===== src/rtl/tpu_seq_ctrl_if.sv =====
// Host command channel for the micro-TPU sequencer: one beat per cmd_valid && cmd_ready.
interface tpu_seq_ctrl_if #(
    parameter int unsigned DW = 8
);
    logic          cmd_valid;
    logic [1:0]    cmd_op;
    logic [DW-1:0] din;
    logic          cmd_ready;

    modport master (output cmd_valid, cmd_op, din, input cmd_ready);
    modport slave  (input cmd_valid, cmd_op, din, output cmd_ready);
endinterface


===== src/rtl/tpu_seq_ctrl.sv =====
// Command sequencer for the NxN systolic MAC array: buffer loads, clear/step pulses, result reads.
// Optional feature: define TPU_SEQ_AUTO_DRAIN_EN to stream all results out after each RUN.
module tpu_seq_ctrl #(
    parameter  int unsigned N  = 2,
    parameter  int unsigned DW = 8,
    localparam int unsigned AW = $clog2(N * N)
) (
    input  logic          clk,
    input  logic          rst_n,
    input  logic          ena,
    tpu_seq_ctrl_if.slave cmd,
    output logic          w_we,
    output logic          a_we,
    output logic [AW-1:0] buf_addr,
    output logic [DW-1:0] buf_wdata,
    output logic          arr_clr,
    output logic          arr_en,
    output logic          rd_valid,
    output logic [AW-1:0] rd_addr,
    output logic          busy,
    output logic          done,
    output logic          err
);
    localparam int unsigned NN    = N * N;
    localparam int unsigned STEPS = 3 * N - 1;
    localparam int unsigned SW    = $clog2(STEPS + 1);

    localparam logic [AW-1:0] LAST_ADDR = AW'(NN - 1);
    localparam logic [SW-1:0] LAST_STEP = SW'(STEPS);

    localparam logic [1:0] OP_LOAD_W = 2'd0;
    localparam logic [1:0] OP_LOAD_A = 2'd1;
    localparam logic [1:0] OP_RUN    = 2'd2;

    typedef enum logic [2:0] {
        S_IDLE,
        S_LOAD_W,
        S_LOAD_A,
        S_CLR,
        S_STEP,
`ifdef TPU_SEQ_AUTO_DRAIN_EN
        S_FIN,
        S_DRAIN
`else
        S_FIN
`endif
    } state_t;

    state_t        state;
    logic [AW-1:0] cnt;
    logic [AW-1:0] rd_ptr;
    logic [SW-1:0] step_cnt;
    logic          w_loaded;
    logic          a_loaded;
    logic          accept;

    // Ready is combinational so a frozen (ena=0) sequencer never completes a handshake.
    assign cmd.cmd_ready = ena && (state == S_IDLE || state == S_LOAD_W || state == S_LOAD_A);
    assign accept        = cmd.cmd_valid && cmd.cmd_ready;

    always_ff @(posedge clk) begin
        if (!rst_n) begin
            state     <= S_IDLE;
            cnt       <= '0;
            rd_ptr    <= '0;
            step_cnt  <= '0;
            w_loaded  <= 1'b0;
            a_loaded  <= 1'b0;
            w_we      <= 1'b0;
            a_we      <= 1'b0;
            buf_addr  <= '0;
            buf_wdata <= '0;
            arr_clr   <= 1'b0;
            arr_en    <= 1'b0;
            rd_valid  <= 1'b0;
            rd_addr   <= '0;
            busy      <= 1'b0;
            done      <= 1'b0;
            err       <= 1'b0;
        end else begin
            w_we     <= 1'b0;
            a_we     <= 1'b0;
            arr_clr  <= 1'b0;
            arr_en   <= 1'b0;
            rd_valid <= 1'b0;
            done     <= 1'b0;
            err      <= 1'b0;
            // Frozen: strobes drop, state and counters hold.
            if (ena) begin
                case (state)
                    S_IDLE: begin
                        if (accept) begin
                            case (cmd.cmd_op)
                                OP_LOAD_W: begin
                                    state  <= S_LOAD_W;
                                    cnt    <= '0;
                                    rd_ptr <= '0;
                                end
                                OP_LOAD_A: begin
                                    state  <= S_LOAD_A;
                                    cnt    <= '0;
                                    rd_ptr <= '0;
                                end
                                OP_RUN: begin
                                    rd_ptr <= '0;
                                    if (w_loaded && a_loaded) begin
                                        state   <= S_CLR;
                                        arr_clr <= 1'b1;
                                        busy    <= 1'b1;
                                    end else begin
                                        err <= 1'b1;
                                    end
                                end
                                default: begin
                                    rd_valid <= 1'b1;
                                    rd_addr  <= rd_ptr;
                                    rd_ptr   <= (rd_ptr == LAST_ADDR) ? '0 : rd_ptr + AW'(1);
                                end
                            endcase
                        end
                    end
                    S_LOAD_W, S_LOAD_A: begin
                        if (accept) begin
                            w_we      <= (state == S_LOAD_W);
                            a_we      <= (state == S_LOAD_A);
                            buf_addr  <= cnt;
                            buf_wdata <= cmd.din;
                            if (cnt == LAST_ADDR) begin
                                state <= S_IDLE;
                                if (state == S_LOAD_W) w_loaded <= 1'b1;
                                else                   a_loaded <= 1'b1;
                            end else begin
                                cnt <= cnt + AW'(1);
                            end
                        end
                    end
                    S_CLR: begin
                        state    <= S_STEP;
                        arr_en   <= 1'b1;
                        step_cnt <= SW'(1);
                    end
                    // step_cnt counts pulses issued, so an ena pause never loses a step.
                    S_STEP: begin
                        if (step_cnt == LAST_STEP) begin
`ifdef TPU_SEQ_AUTO_DRAIN_EN
                            state    <= S_DRAIN;
                            rd_valid <= 1'b1;
                            rd_addr  <= '0;
`else
                            state <= S_FIN;
                            done  <= 1'b1;
`endif
                        end else begin
                            arr_en   <= 1'b1;
                            step_cnt <= step_cnt + SW'(1);
                        end
                    end
`ifdef TPU_SEQ_AUTO_DRAIN_EN
                    S_DRAIN: begin
                        if (rd_addr == LAST_ADDR) begin
                            state  <= S_FIN;
                            done   <= 1'b1;
                            rd_ptr <= '0;
                        end else begin
                            rd_valid <= 1'b1;
                            rd_addr  <= rd_addr + AW'(1);
                        end
                    end
`endif
                    S_FIN: begin
                        state    <= S_IDLE;
                        busy     <= 1'b0;
                        a_loaded <= 1'b0;
                    end
                    default: state <= S_IDLE;
                endcase
            end
        end
    end
endmodule


===== src/flat_wrapper.sv =====
// flat-port wrapper written by rule: the top's interface ports become plain ports
module tpu_seq_ctrl_flat 
#(
    parameter  int unsigned N  = 2,
    parameter  int unsigned DW = 8,
    localparam int unsigned AW = $clog2(N * N)
)
  (clk, rst_n, ena, w_we, a_we, buf_addr, buf_wdata, arr_clr, arr_en, rd_valid, rd_addr, busy, done, err, cmd_cmd_valid, cmd_cmd_op, cmd_din, cmd_cmd_ready);
  tpu_seq_ctrl_if #(.DW(DW)) cmd_i ();
  input  logic clk;
  input  logic rst_n;
  input  logic ena;
  output logic w_we;
  output logic a_we;
  output logic [AW-1:0] buf_addr;
  output logic [DW-1:0] buf_wdata;
  output logic arr_clr;
  output logic arr_en;
  output logic rd_valid;
  output logic [AW-1:0] rd_addr;
  output logic busy;
  output logic done;
  output logic err;
  input wire logic [$bits(cmd_i.cmd_valid)-1:0] cmd_cmd_valid;
  input wire logic [$bits(cmd_i.cmd_op)-1:0] cmd_cmd_op;
  input wire logic [$bits(cmd_i.din)-1:0] cmd_din;
  output wire logic [$bits(cmd_i.cmd_ready)-1:0] cmd_cmd_ready;
  assign cmd_i.cmd_valid = cmd_cmd_valid;
  assign cmd_i.cmd_op = cmd_cmd_op;
  assign cmd_i.din = cmd_din;
  assign cmd_cmd_ready = cmd_i.cmd_ready;
  tpu_seq_ctrl #(.N(N), .DW(DW)) u_core (.clk(clk), .rst_n(rst_n), .ena(ena), .cmd(cmd_i), .w_we(w_we), .a_we(a_we), .buf_addr(buf_addr), .buf_wdata(buf_wdata), .arr_clr(arr_clr), .arr_en(arr_en), .rd_valid(rd_valid), .rd_addr(rd_addr), .busy(busy), .done(done), .err(err));
endmodule

===== config.mk =====
export PLATFORM = sky130hd
export DESIGN_NAME = tpu_seq_ctrl_flat
export DESIGN_NICKNAME = d
export VERILOG_FILES = /design/src/rtl/tpu_seq_ctrl_if.sv /design/src/rtl/tpu_seq_ctrl.sv /design/src/flat_wrapper.sv
export SDC_FILE = /design/constraint.sdc
export NUM_CORES = 1
export LEC_CHECK = 0
export CELL_PAD_IN_SITES_DETAIL_PLACEMENT = 0
export CELL_PAD_IN_SITES_GLOBAL_PLACEMENT = 1
export CORE_MARGIN = 4
export CORE_UTILIZATION = 40
export CTS_CLUSTER_DIAMETER = 100
export DETAILED_ROUTE_END_ITERATION = 12
export GPL_TIMING_DRIVEN = 0
export PLACE_DENSITY = 0.94
export SLEW_MARGIN = 20
export SYNTH_ARGS = -nofsm -noshare
export SYNTH_HDL_FRONTEND = slang
export SYNTH_SLANG_ARGS = --single-unit

===== constraint.sdc =====
create_clock -name clk -period 2.3 [get_ports clk]
set_input_delay 0.46 -clock clk [delete_from_list [all_inputs] [get_ports clk]]
set_output_delay 0.46 -clock clk [all_outputs]
set_load 0.1 [all_outputs]

## After elaboration in Yosys (flattened, before gate mapping)

Index checks and enable logic that the tools add are counted.

| storage, ports and cells | value |
|---|---|
| flip-flop bits (word level) | 32 |
| logic and storage cells | 101 |

| operators by class | value |
|---|---|
| add/sub/neg operators | 3 |
| eq/ne operators | 22 |
| muxes and demuxes | 30 |
| bitwise logic cells | 1 |
| reduce and logical (&&, ||, !) cells | 28 |

Operator list:

| operator | count |
|---|---|
| AND reduction 5 bit | 4 |
| two-way mux 3 bit | 6 |
| two-way mux 2 bit | 6 |
| != test 2 bit (second input constant) | 6 |
| case mux 3 bit (4 select lines) | 1 |
| AND reduction 3 bit | 4 |
| AND reduction 4 bit | 3 |
| two-way mux 1 bit | 11 |
| == test 3 bit (second input constant) | 3 |
| case mux 3 bit (3 select lines) | 1 |
| != test 2 x 1 -> 1 bit (second input constant) | 4 |
| nonzero test 2 bit | 4 |
| AND reduction 7 bit | 1 |
| == test 2 bit (second input constant) | 3 |
| == test 3 x 2 -> 1 bit (second input constant) | 2 |
| case mux 1 bit (2 select lines) | 3 |
| case mux 3 bit (2 select lines) | 1 |
| AND reduction 6 bit | 1 |
| adder 2 x 1 -> 2 bit (second input constant) | 2 |
| != test 4 bit (second input constant) | 1 |
| case mux 2 bit (2 select lines) | 1 |
| OR reduction 2 bit | 2 |
| adder 3 x 1 -> 3 bit (second input constant) | 1 |
| == test 3 x 1 -> 1 bit (second input constant) | 1 |
| 9 further kinds | 12 |

## Logic depth before layout (Yosys ltp)

Gate-level depths: netlist (run 1).

| depth | value |
|---|---|
| word-level depth | 7 |
| gate-level depth with buffers | 6 |
| gate-level depth less buffers | 6 |

## Worst setup path before layout (run 1)

No wires, ideal clock.

| timing path | value |
|---|---|
| path kind | input to output |
| from | input port ena |
| to | output port cmd_cmd_ready |
| data arrival time | 1506 ps |
| data required time | 1840 ps |
| slack | 334 ps |
| cell stages on the path | 2 |
| buffers on the path | 1 |
| cells stage by stage | clkbuf_1 > and3b_1 |

| between the ends | value |
|---|---|
| word-level cells in the longest chain between the ends | 1 |

Ends and longest elaborated chain:

| element | line | text |
|---|---|---|
| from (decl) | flat_wrapper.sv:12 | `input logic ena;` |
| logical AND 1 bit | tpu_seq_ctrl.sv:58 | `assign cmd.cmd_ready = ena && (state == S_IDLE \|\| state == S_LOAD_W \|\| state == S_LOAD_A);` |
| to (decl) | flat_wrapper.sv:27 | `output wire logic [$bits(cmd_i.cmd_ready)-1:0] cmd_cmd_ready;` |

No other way between the ends.

## Worst setup path in the final report (run 1)

Same ends and word-level chain as after synthesis.

==> results of run 1 <==
[cells in the final DEF (no fill, tap or decap), types with 2 or more instances in the layout]
cell type        synthesis  layout
buf_4                    1       2
nand2b_1                 3       3
buf_2                    3       3
dfxtp_1                 32      32
clkdlybuf4s50_1          0      33
mux2i_1                 17      17
nor2b_1                 14      14
nand2_1                 19      19
ha_1                     8       8
nor3b_1                  3       3
o21ai_0                  4       4
and3_1                   2       2
nand3_1                  5       5
nor3_1                   3       3
nand4_1                  2       2
a31oi_1                  2       2
or3_1                    3       3
clkbuf_8                 0       5
and3b_1                  2       2
nor2_1                  10      10
nand3b_1                 2       2
clkbuf_1                 5       5
inv_1                    5       5
[per-layer routing]
metal  track usage, %  routed length (um)  vias to the layer above
met3             3.74                 169                        6
met5                0                   0                        -
met1             15.9                1420                      589
met4             5.11                  41                        0
met2             21.3                1520                       27
li1                 -                   -                      646
[tightest hold or removal path, delay by kind of cell, from the launching register on]
kind             cells  cell delay, ps
DFF                  1             320
and+or+nand+nor      1              60
muxes                1              50
[flip-flops by register name, summed over array words and instances (netlist names), 2 cells and up]
name	cells
u_core.buf_wdata	8
u_core.state	3
u_core.step_cnt	3
u_core.buf_addr	2
u_core.cnt	2
u_core.rd_addr	2
u_core.rd_ptr	2
[through the flow]
step	TNS, ps	worst slack, ps	utilization (%)	area [sq um]	total power, mW
final	0	73.5	54.4	2010	1.11
after floorplan	0	334	-	1530	0.681
after detailed placement	-889	-889	52.3	1930	0.734
after global routing	0	4.03	54.4	2010	1.16
after CTS	0	80.4	54.4	2010	1.13
after global placement	-918	-918	52.3	1930	0.733
[cells by family after synthesis]
group                      share of synthesized area, %
muxes                                              11.1
adders and majority gates                          6.54
AOI/OAI and AO/OA                                  10.2
DFF                                                41.9
buffers and inverters                              3.92
xor gates and xnor gates                          0.572
and+or+nand+nor                                    25.8
[worst max path at each step]
stage	startpoint	end	slack [ps]	cells after the start
2_1_floorplan	ena	cmd_cmd_ready	330	2
3_3_place_gp	ena	cmd_cmd_ready	-920	4
3_5_place_dp	ena	cmd_cmd_ready	-890	4
4_1_cts	u_core.busy$_SDFFE_PN0P_	busy	80	1
5_1_grt	ena	cmd_cmd_ready	4	4
6_report	ena	cmd_cmd_ready	70	4
[final cells by class]
cell class              count  area [sq um]  area share (%)
well taps                  48          60.1            2.99
repair buffers             34           338            16.8
clock buffers               6          72.6            3.62
plain buffers               9          42.5            2.12
clock inverters             1          5.00           0.249
flip-flops and latches     32           641            31.9
multi-input cells         118           830            41.3
inverters                   5          18.8           0.935
[power by group through the flow]
stage               Sequential, mW  Combinational, mW  Clock [mW]
detailed placement           0.577              0.157           0
CTS                          0.564              0.158       0.410
finish                       0.564              0.156       0.393
global route                 0.565              0.169       0.430
floorplan                    0.601             0.0799           0
global placement             0.576              0.156           0
[timing repair]
action,in CTS,in global routing
setup endpoints to repair,1,0
gates resized for setup,7,0
endpoints found under the hold margin,0,0
==> results by group, run 1 <==
GRT
  – First-pass GRT wire length: 5170 um
  – Initial antenna violation count: 0
  – GR Util All Layers: 12.9%
  – Number of global-route vias before repair: 1149
  – Remaining global-route overflow: 0
  – Largest net degree at the start of global routing: 11

Synthesis
  – Post-Syn Instances: 164
  – Asr flop ratio synth: 0%
  – Post-Syn Area: 0.00153 sq mm
  – Top post-synthesis cells by area: dfxtp_1 42%, mux2i_1 11%, ha_1 6.5%
  – Ys flop type: dfxtp_1
  – Yosys top cell by area: dfxtp_1
  – Top-count cell post-synth: dfxtp_1
  – Synth Warn #: 0
  – Synth cell count leaders: 32 x dfxtp_1, 19 x nand2_1, 17 x mux2i_1, 14 x nor2b_1, 10 x nor2_1
  – EDFF count, synth: 0
  – Synth top area share: 41.9%
  – Post-Syn Nets: 186
  – Yosys reg bits: 32
  – Synth unique cells: 40
  – Seq/Total Area, Yosys: 41.9%
  – Avg Inst Size Synth: 9.33 sq um

Critical path
  – R2r worst-path depth: 4
  – Buffers & Inverters on Critical Path: 3
  – Critical path's top delay family: buffers and inverters
  – CP Cell Sequence: clkdlybuf4s50_1 -> clkbuf_2 -> and3b_1 -> buf_4
  – Critical R2R Launch: u_core.state[0]$_SDFFE_PN0P_
  – Worst Path Required: 1840 ps
  – Arr. time, crit path: 1770 ps
  – Crit Path Class: in -> out
  – CP endpoint kind: output pin
  – CP max-delay cell: clkdlybuf4s50_1
  – Critical Path Start Type: primary input
  – Slowest cell delay on critical path: 560 ps
  – R2r setup slk: 730 ps
  – RR Endpoint: u_core.state[0]$_SDFFE_PN0P_
  – Worst-path maximum fanout: 10

Placement
  – Hpwl dp: 2370 um
  – # port buffers: 34
  – Placed cell count: 246
  – GP Congestion: 0.872

Status
  – Status: finished clean

Clock tree
  – CTS Buf Count: 5
  – Clock tree buffer depth: 2
  – CTS tree: done
  – Clk sinks: 32
  – CTS clk-pin slew, worst paths: 60 ps
  – CTS H-tree depth: 2
  – Root Buffer: clkbuf_8
  – Hold Buf Count CTS: 0
  – Worst skew pair latency: 280 ps
  – Post-CTS Setup Inserts: 0

Drt
  – Via count: 1268
  – First DRT Iteration DRCs: 42
  – Residual DRC: 0
  – Final WL: 3150 um
  – Post-DRT Antenna Nets: 0
  – Wire per inst: 12.5 um
  – Post-DR vias/cell: 5.01
  – DRT Pass-1 Iters: 4

Timing
  – Final Setup Violations: 0
  – Slew HR: 34.7%
  – Fin. Hold Viols: 0
  – Clock skew: 4.11 ps
  – Worst-Margin Slew: 976 ps
  – Final Max Tran Viols: 0
  – Final Critical Period: 2230 ps
  – Hold slack: 480 ps
  – Final period util: 96.8%
  – Peak Freq: 0.449 GHz
  – Unrepaired setup endpoints after global routing: false

Final layout
  – Final nets: 227
  – # fillers: 358
  – Fin cells: 253
  – Layout area overhead: 31.2%
  – Ant. Diodes: 0
  – Share of cells above drive strength 1: 7.80%

Floorplan
  – IO Pins: 35
  – Die ar.: 0.00488 sq mm
  – Core area: 0.00369 sq mm
  – Starting Density: 41.5%
  – DIE WIDTH: 69.9 um
  – Die Height: 69.9 um
  – Site Rows: 22

Power and ir drop
  – Clk pwr share: 35.3%
  – Seq pwr share: 50.7%
  – Switching share of power: 25.7%
  – Switch Pwr: 0.286 mW
  – PwrDens: 555 mW/mm^2
  – Comb pwr share: 14.0%
  – Maximum vdd drop: 336 uV
  – Cell Int Power: 0.828 mW
  – Lkg Pwr: 0.748 nW

Hold path
  – Hold_sp: u_core.cnt[1]$_SDFFE_PN0P_
  – Hold WC Path Type: reg -> reg
  – Hold endpoint: u_core.cnt[1]$_SDFFE_PN0P_
  – WHS Path Cells: 2

Job
  – Max Cap Viol: 0
(Power assumes the default switching activity.)
==> inputs of run 2 (changes only) <==
--- a/config.mk
+++ b/config.mk
@@ -7,12 +7,13 @@
 export LEC_CHECK = 0
 export CELL_PAD_IN_SITES_DETAIL_PLACEMENT = 0
 export CELL_PAD_IN_SITES_GLOBAL_PLACEMENT = 1
-export CORE_MARGIN = 4
+export CORE_MARGIN = 1.5
 export CORE_UTILIZATION = 40
 export CTS_CLUSTER_DIAMETER = 100
 export DETAILED_ROUTE_END_ITERATION = 12
 export GPL_TIMING_DRIVEN = 0
 export PLACE_DENSITY = 0.94
+export SKIP_CTS_REPAIR_TIMING = 1
 export SLEW_MARGIN = 20
 export SYNTH_ARGS = -nofsm -noshare
 export SYNTH_HDL_FRONTEND = slang
==> run 2 against run 1 <==
Via count rose by 1.3%. Clock skew rose by 1.9 ps. First-iteration DRC count fell by 2.4%. Setup slack got worse by 32 ps. Cell count rose by 0.40%. Critical path type unchanged. Register-to-register slack got worse by 30 ps. Power rose by 13%. Highest routed layer unchanged. Sequential power barely moved. Hold slack improved by 1.8 ps. Largest power group unchanged.
==> results by group, run 2 (synthesis gave the netlist of run 1 again) <==
Critical path
  – Critical Path Start Type: primary input (unchanged)
  – Critical path's top delay family: buffers and inverters (unchanged)
  – CP endpoint kind: output pin (unchanged)
  – Worst Path Required: 1840 ps (about the same)
  – Slowest cell delay on critical path: 560 ps (about the same)
  – Worst-path maximum fanout: 10 (unchanged)
  – Arr. time, crit path: 1800 ps (was 1770 ps)
  – Crit Path Class: in -> out (unchanged)
  – CP Cell Sequence: clkdlybuf4s50_1 -> clkbuf_2 -> and3b_1 -> clkbuf_4 (was clkdlybuf4s50_1 -> clkbuf_2 -> and3b_1 -> buf_4)
  – Buffers & Inverters on Critical Path: 3 (unchanged)
  – CP max-delay cell: clkdlybuf4s50_1 (unchanged)

Status
  – Status: finished clean (unchanged)

Timing
  – Setup WS post-layout: 41.7 ps (was 73.5 ps)
  – Final Max Tran Viols: 0 (unchanged)
  – Final Critical Period: 2260 ps (was 2230 ps)
  – Slew HR: 35.1% (was 34.7%)
  – Peak Freq: 0.443 GHz (was 0.449 GHz)
  – Clock skew: 5.99 ps (was 4.11 ps)
  – Unrepaired setup endpoints after global routing: false (unchanged)
  – Fin. Hold Viols: 0 (unchanged)
  – Final Setup Violations: 0 (unchanged)
  – Final period util: 98.2% (was 96.8%)
  – Worst-Margin Slew: 970 ps (was 976 ps)

Final layout
  – Ant. Diodes: 0 (unchanged)
  – Top reg by flops: u_core.buf_wdata (unchanged)
  – Commonest non-fill, non-tap cell in the layout: clkdlybuf4s50_1 (unchanged)
  – Max FFs per register: 8 (unchanged)
  – Largest regs: u_core.buf_wdata (8), u_core.state (3), u_core.step_cnt (3) (unchanged)
  – Most frequent cells in the layout: 33 x clkdlybuf4s50_1, 32 x dfxtp_1, 19 x nand2_1 (unchanged)
  – Layout area overhead: 33.4% (was 31.2%)
  – Final Instance Area: 0.00204 sq mm (was 0.00201 sq mm)
  – Share of cells above drive strength 1: 8.74% (was 7.80%)
  – Final nets: 227 (unchanged)
  – Fin cells: 254 (was 253)

Hold path
  – Hold WC Path Type: reg -> reg (unchanged)

GRT
  – Met2 GRT Util: 26.5% (was 21.3%)
  – Remaining global-route overflow: 0 (unchanged)
  – Met3 usage: 5.90% (was 3.74%)
  – Largest net degree at the start of global routing: 12 (was 11)
  – Met1 GRT Util: 19.5% (was 15.9%)
  – Initial antenna violation count: 0 (unchanged)
  – First-pass GRT wire length: 5190 um (was 5170 um)
  – GRT Max-Usage Layer: met2 (unchanged)
  – Number of global-route vias before repair: 1143 (was 1149)
  – GR Util All Layers: 16.3% (was 12.9%)

Job
  – Max Cap Viol: 0 (unchanged)

Clock tree
  – CTS Buf Count: 5 (unchanged)
  – Worst skew pair latency: 290 ps (was 280 ps)
  – Clock tree buffer depth: 2 (unchanged)
  – CTS H-tree depth: 2 (unchanged)
  – CTS tree: done (unchanged)
  – CTS clk-pin slew, worst paths: 70 ps (was 60 ps)
  – Clk sinks: 32 (unchanged)
  – Root Buffer: clkbuf_8 (unchanged)

Drt
  – Post-DRT Antenna Nets: 0 (unchanged)
  – Via count: 1284 (was 1268)
  – DRT Pass-1 Iters: 4 (unchanged)
  – Residual DRC: 0 (unchanged)
  – Final WL: 3100 um (was 3150 um)
  – Wire per inst: 12.2 um (was 12.5 um)
  – First DRT Iteration DRCs: 41 (was 42)
  – Post-DR vias/cell: 5.06 (was 5.01)

Floorplan
  – IO Pins: 35 (unchanged)
  – Core area: 0.00366 sq mm (was 0.00369 sq mm)
  – DIE WIDTH: 64.9 um (was 69.9 um)
  – Starting Density: 41.8% (was 41.5%)
  – Die Height: 64.9 um (was 69.9 um)
  – Die ar.: 0.00421 sq mm (was 0.00488 sq mm)
  – Site Rows: 22 (unchanged)

Placement
  – # port buffers: 34 (unchanged)
  – GP Congestion: 0.835 (was 0.872)
  – Pre-CTS setup slack: -904 ps (was -889 ps)
  – Hpwl dp: 2250 um (was 2370 um)
  – Cell Area, Placed: 0.00193 sq mm (unchanged)
  – Placed cell count: 246 (unchanged)

Power and ir drop
  – PwrDens: 616 mW/mm^2 (was 555 mW/mm^2)
  – Lkg Pwr: 0.761 nW (was 0.748 nW)
  – Final Power: 1.26 mW (was 1.11 mW)
  – Maximum vdd drop: 272 uV (was 336 uV)
[run 2: cell types whose count changed in the layout (fill, tap and decap cells not counted), sizes merged]
cell      delta
buf          -1
bufinv       +1
clkinvlp     +1
[run 2: worst reg2reg max path: cells and delay by family (launching register included)]
family	cells	cell delay, ps
AO/OA/AOI/OAI	1	220
buffers and inverters	1	160
flip-flops	1	300
multiplexers	1	190
AND/OR/NAND/NOR	2	680
[run 2: worst paths after layout]
check                                                      from                         endpoint  slack [ps]  depth (start not counted)
worst max register to register     u_core.state[0]$_SDFFE_PN0P_  u_core.step_cnt[1]$_SDFFE_PN0P_         700                          5
worst min-delay path            u_core.step_cnt[1]$_SDFFE_PN0P_  u_core.step_cnt[1]$_SDFFE_PN0P_         480                          2
worst max-delay path                                        ena                    cmd_cmd_ready          40                          4
worst min register to register  u_core.step_cnt[1]$_SDFFE_PN0P_  u_core.step_cnt[1]$_SDFFE_PN0P_         480                          2
[run 2: metal layers]
layer  part of all wire [%]  up-vias
met5                      0        -
met1                     44      584
li1                       -      648
met2                     47       45
met3                    7.3        7
met4                    1.7        0
[run 2: stage by stage]
step                      hold slack, ps  util [%]  TNS, ps
after floorplan                      451         -        0
after global placement               461      52.7     -924
after detailed placement             478      52.7     -904
after CTS                            487      55.8     -915
after global routing                 515      55.7        0
final                                482      55.7        0
[run 2: cell type report]
| class | count | area [sq um] |
|---|---|---|
| inverters | 5 | 18.8 |
| multi-input cells | 118 | 830 |
| well taps | 48 | 60.1 |
| repair buffers | 34 | 338 |
| flip-flops and latches | 32 | 641 |
| plain buffers | 9 | 42.5 |
| clock inverters | 3 | 42.5 |
| clock buffers | 5 | 68.8 |
| fillers | 349 | 1620 |
[run 2: where the power goes]
group / switching (mW) / internal [mW] / leakage (nW)
logic: 0.0950 / 0.0616 / 0.448
registers: 0.00375 / 0.560 / 0.258
clock network: 0.215 / 0.320 / 0.0541
total: 0.314 / 0.942 / 0.761
